--- src/rtl/uart_tx_fifo.sv ---
// uart_tx_fifo: parametrised UART transmitter with a write FIFO.
// Frames are emitted back to back while the FIFO holds words.
`ifndef B115200
`define B115200 104
`endif

module uart_tx_fifo #(
  parameter int BAUD       = `B115200,
  parameter int DATA_BITS  = 8,
  parameter int PARITY     = 0,
  parameter int STOP_BITS  = 1,
  parameter int FIFO_DEPTH = 16
) (
  input  logic                          clk,
  input  logic                          rst,
  input  logic                          start,
  input  logic [DATA_BITS-1:0]          data,
  input  logic                          clear_ovf,
  output logic                          tx,
  output logic                          ready,
  output logic                          busy,
  output logic [$clog2(FIFO_DEPTH):0]   fifo_count,
  output logic                          overflow
);

  localparam int AW = $clog2(FIFO_DEPTH);
  localparam int CW = AW + 1;
  localparam int BW = $clog2(BAUD);
  localparam int IW = 4;
  localparam logic ODD = (PARITY == 1);
  localparam logic HAS_PAR = (PARITY != 0);

  typedef enum logic [2:0] {
    S_IDLE,
    S_START,
    S_DATA,
    S_PAR,
    S_STOP
  } state_t;

  logic [DATA_BITS-1:0] mem [FIFO_DEPTH];
  logic [AW-1:0]        wptr;
  logic [AW-1:0]        rptr;
  logic [CW-1:0]        count;
  logic                 ovf_q;

  state_t               state;
  state_t               state_n;
  logic [BW-1:0]        bcnt;
  logic [BW-1:0]        bcnt_n;
  logic [IW-1:0]        bidx;
  logic [IW-1:0]        bidx_n;
  logic [DATA_BITS-1:0] shreg;
  logic                 par_q;
  logic                 tx_q;
  logic                 tx_d;
  logic                 busy_q;

  logic                 push;
  logic                 pop;
  logic                 shift;
  logic                 bit_end;
  logic                 have_word;
  logic [DATA_BITS-1:0] head;

  assign ready      = (count < CW'(FIFO_DEPTH));
  assign push       = start & ready;
  assign have_word  = (count != '0);
  assign bit_end    = (bcnt == BW'(BAUD - 1));
  assign head       = mem[rptr];

  assign tx         = tx_q;
  assign busy       = busy_q;
  assign fifo_count = count;
  assign overflow   = ovf_q;

  // Storage is not reset; the pointers alone define what is queued.
  always_ff @(posedge clk) begin
    if (push) begin
      mem[wptr] <= data;
    end
  end

  always_ff @(posedge clk) begin
    if (rst) begin
      wptr  <= '0;
      rptr  <= '0;
      count <= '0;
      ovf_q <= 1'b0;
    end else begin
      if (push) begin
        wptr <= wptr + AW'(1);
      end
      if (pop) begin
        rptr <= rptr + AW'(1);
      end
      count <= count + CW'(push) - CW'(pop);
      if (start && !ready) begin
        ovf_q <= 1'b1;
      end else if (clear_ovf) begin
        ovf_q <= 1'b0;
      end
    end
  end

  always_comb begin
    state_n = state;
    bcnt_n  = bit_end ? '0 : bcnt + BW'(1);
    bidx_n  = bidx;
    pop     = 1'b0;
    shift   = 1'b0;
    unique case (state)
      S_IDLE: begin
        bcnt_n = '0;
        bidx_n = '0;
        if (have_word) begin
          pop     = 1'b1;
          state_n = S_START;
        end
      end
      S_START: begin
        if (bit_end) begin
          bidx_n  = '0;
          state_n = S_DATA;
        end
      end
      S_DATA: begin
        if (bit_end) begin
          shift = 1'b1;
          if (bidx == IW'(DATA_BITS - 1)) begin
            bidx_n  = '0;
            state_n = HAS_PAR ? S_PAR : S_STOP;
          end else begin
            bidx_n = bidx + IW'(1);
          end
        end
      end
      S_PAR: begin
        if (bit_end) begin
          bidx_n  = '0;
          state_n = S_STOP;
        end
      end
      S_STOP: begin
        if (bit_end) begin
          if (bidx == IW'(STOP_BITS - 1)) begin
            bidx_n = '0;
            if (have_word) begin
              pop     = 1'b1;
              state_n = S_START;
            end else begin
              state_n = S_IDLE;
            end
          end else begin
            bidx_n = bidx + IW'(1);
          end
        end
      end
      default: begin
        state_n = S_IDLE;
      end
    endcase
  end

  always_comb begin
    tx_d = 1'b1;
    unique case (state)
      S_START: tx_d = 1'b0;
      S_DATA:  tx_d = shreg[0];
      S_PAR:   tx_d = par_q;
      default: tx_d = 1'b1;
    endcase
  end

  // tx/busy trail the state by one cycle so the pin is a clean flop.
  always_ff @(posedge clk) begin
    if (rst) begin
      state  <= S_IDLE;
      bcnt   <= '0;
      bidx   <= '0;
      shreg  <= '0;
      par_q  <= 1'b0;
      tx_q   <= 1'b1;
      busy_q <= 1'b0;
    end else begin
      state  <= state_n;
      bcnt   <= bcnt_n;
      bidx   <= bidx_n;
      tx_q   <= tx_d;
      busy_q <= (state != S_IDLE);
      if (pop) begin
        shreg <= head;
        par_q <= (^head) ^ ODD;
      end else if (shift) begin
        shreg <= shreg >> 1;
      end
    end
  end

endmodule
--- config.mk ---
export PLATFORM = sky130hd
export DESIGN_NAME = uart_tx_fifo
export DESIGN_NICKNAME = d
export VERILOG_FILES = /design/src/rtl/uart_tx_fifo.sv
export SDC_FILE = /design/constraint.sdc
export NUM_CORES = 1
export LEC_CHECK = 0
export ABC_CLOCK_PERIOD_IN_PS = 2900
export BUFFER_PORTS_ARGS = -buffer_cell sky130_fd_sc_hd__buf_2
export CAP_MARGIN = 20
export CORE_ASPECT_RATIO = 1.25
export CORE_MARGIN = 10
export CORE_UTILIZATION = 45
export DETAILED_ROUTE_END_ITERATION = 8
export PLACE_DENSITY = 0.68
export SYNTH_ARGS = -nofsm -noshare
export SYNTH_HDL_FRONTEND = slang
export SYNTH_SLANG_ARGS = --single-unit
--- constraint.sdc ---
create_clock -name clk -period 2.9 [get_ports clk]
set_input_delay 0.145 -clock clk [delete_from_list [all_inputs] [get_ports clk]]
set_output_delay 0.145 -clock clk [all_outputs]
set_load 0.03 [all_outputs]
==> results_dict.tcl <==
set metrics [dict create \
    status "completed" \
    synth_mux_area_share_pct 11.8 \
    floorplan.die.width_um 132 \
    ctsLongestPathBuffers 2 \
    initial_core_util_pct 46.3 \
    wl_met2_mm 6.93 \
    cp-end-kind "flop" \
    cts_tree "done" \
    synth.distinct_cells 40 \
    tns_ns 0 \
    post_cts_buffers 0 \
    synth_edf_count 128 \
    worstSetupPathType "flop to flop" \
    antenna_found_initial 0 \
    drt-total-wl_mm 13.0 \
    final_cell_mix "edfxtp_1, nor2_1, dfxtp_1, nand2_1, mux4_2" \
    synth_compound_area_share_pct 5.41 \
    vias_per_cell 5.35 \
    worst-path-max-fanout 3 \
    dieArea_sq_um 21000 \
    top_layer "met4" \
    slew_headroom_pct 34.7 \
    synth_cells 455 \
    grt_pass1_vias 4035 \
    grt_max_degree 37 \
    ir_worst_vdd_v 0.000507 \
    clkTransAtPathRegs_ns 0.07 \
    post-route-min-period_ns 2.72 \
    dr.pass1.iters 4 \
    ys_ff_latch 171 \
    numCtsBuffers 17 \
    core_sq_um 15100 \
    cts_num_sinks 171 \
    mostFrequentLayoutCell "edfxtp_1" \
    p_leak_nw 2.71 \
    synthArstFlopShare_pct 0 \
    dp_slack_ns 0.0859 \
    wl_met1_mm 5.38 \
    grt_usage_pct 13.2 \
    synth_seq_area_share_pct 67.2 \
    synth_flop_cell "edfxtp_1" \
    synth_top_family_by_area "multiplexers" \
    synthXorXnorAreaFrac_pct 2.50 \
    wl_per_cell_um 18.3 \
    yosys.area_share.adder_pct 2.61 \
    regArea_sq_um 4710 \
    cap_violations 0 \
    critical_path_required_ns 3.26 \
    arrival_ns 3.07 \
    p_per_area_nw_per_um2 854 \
    wl_met3_um 553 \
    via_count 3801 \
    final_area_sq_um 8040 \
    cts_root_buf "clkbuf_16" \
    syn_to_final_growth_pct 14.8 \
    die_h_um 159 \
    gp_congestion 0.757 \
    yosys_warnings 0 \
    synth.net_count 481 \
    slew_viol_final 0 \
    yosys.area_share.simple_pct 8.18 \
    drc 0 \
    totalPowerFinal_mw 6.87 \
    hold_viol_final 0 \
    layout-drive-gt1-share_pct 20.5 \
    hold_class "input port to flop" \
    worst_pin_slew_ns 0.976 \
    clock-skew-final_ns 0.00972 \
    ant_nets 0 \
    rows 50 \
    grt_pass1_wl_mm 21.8 \
    nFillCells 1259 \
    insertion_delay_ns 0.43 \
    io_pins 21 \
    setup_ws_ns 0.185 \
    h-tree-depth 4 \
    nets 516 \
    drt-initial-drc-count 273 \
    portBuffers 20 \
    cp-start-kind "flop" \
    dp_hpwl_mm 8.63 \
    n_antenna_cell 0 \
    post_dp_cell_area_sq_um 7410 \
    min_period_over_period_pct 93.6 \
    syn_area_per_cell_sq_um 15.4 \
    finalSetupViolations 0 \
    grt_overflow 0 \
    syn-cell-area_sq_um 7000 \
    rsz0062_at_grt "no" \
    max_freq_mhz 368 \
    multi_input_area_sq_um 2180 \
]
==> worst max-delay path, cell delays in order (launching register included) <==
cell,delay (ns)
dfxtp_2,0.35
ha_4,0.15
nand3_2,0.10
or3b_4,0.43
o21ai_4,0.16
nand3_2,0.10
nand2_1,0.07
nand2_1,0.05
ha_2,0.19
fa_2,0.34
a21oi_1,0.16
nor2_1,0.06
or3_1,0.35
a21oi_1,0.14
==> per-stage QoR <==
stage | utilization (%) | hold WS (ns) | instances
3_5_place_dp | 48.9 | 0.415 | 677
2_1_floorplan | - | 0.244 | 455
3_3_place_gp | 48.9 | 0.410 | 677
5_1_grt | 53.1 | 0.0982 | 711
4_1_cts | 53.0 | 0.0802 | 711
6_report | 53.1 | 0.0958 | 711
==> sequential cells by signal, indices dropped and copies added, names as in the netlist, 3 cells and up, named ones only <==
| name | cells |
|---|---|
| state | 3 |
| bcnt | 7 |
| fifo_count | 5 |
| bidx | 4 |
| rptr | 4 |
| shreg | 8 |
| wptr | 4 |
| mem | 128 |
==> cells in the mapped netlist, drive strengths merged (3+ instances only) <==
library cell	n	share of area [%]
edfxtp	128	55
nor2	48	2.6
dfxtp	43	12
mux4	32	11
nand2	25	1.3
a22oi	17	1.8
a21oi	15	1.1
ha	13	2.3
xnor2	13	1.6
buf	12	1.2
inv	11	0.59
clkbuf	10	0.54
a211oi	9	0.96
nor2b	9	0.80
o21ai	9	0.64
mux2i	7	1.0
nand2b	7	0.63
nand3	7	0.50
xor2	7	0.88
nor3	6	0.59
and3	4	0.36
nand3b	3	0.32
nand4	3	0.27
==> repair_timing <==
item                                   CTS  global route
resized for setup                        0             5
setup endpoints to repair                0             1
endpoints found under the hold margin    1             0
hold buffers                             2             0
==> per-layer routing <==
metal	GRT usage [%]	vias to the layer above
met5	0	-
met4	4.71	0
met3	3.12	15
met2	23.1	77
met1	15.4	1904
li1	-	1805
==> kinds of logic after synthesis <==
logic type | Yosys count
xor+xnor | 20
fa+ha+maj | 14
simple gates | 120
flops | 171
mux | 39
compound gates | 58
buf+inv | 33
==> path summary, 6_finish.rpt <==
| kind | from | to | slack [ns] | cells past startpoint |
|---|---|---|---|---|
| worst max-delay path | bcnt[1] | fifo_count[4] | 0.18 | 13 |
| worst min-delay path | data[3] | mem[12][3] | 0.1 | 1 |
| worst max register to register | bcnt[1] | fifo_count[4] | 0.18 | 13 |
| worst min register to register | bcnt[0] | bcnt[0] | 0.44 | 1 |
==> final cells by class <==
class	instances	area share, %
Tap cell	208	3.24
Timing Repair Buffer	38	3.30
Multi-Input combinational cell	251	27.1
Clock inverter	14	1.98
Sequential cell	171	58.5
Clock buffer	18	5.34
Inverter	11	0.513
==> where the power goes <==
part           leakage [nW]  switching, mW  internal, mW  total (mW)
clock network         0.281          0.955          1.29        2.24
registers              1.51          0.123          2.82        2.95
logic                 0.920          0.900         0.778        1.68
total                  2.71           1.98          4.89        6.87
Power figures use the tool's default switching activity.
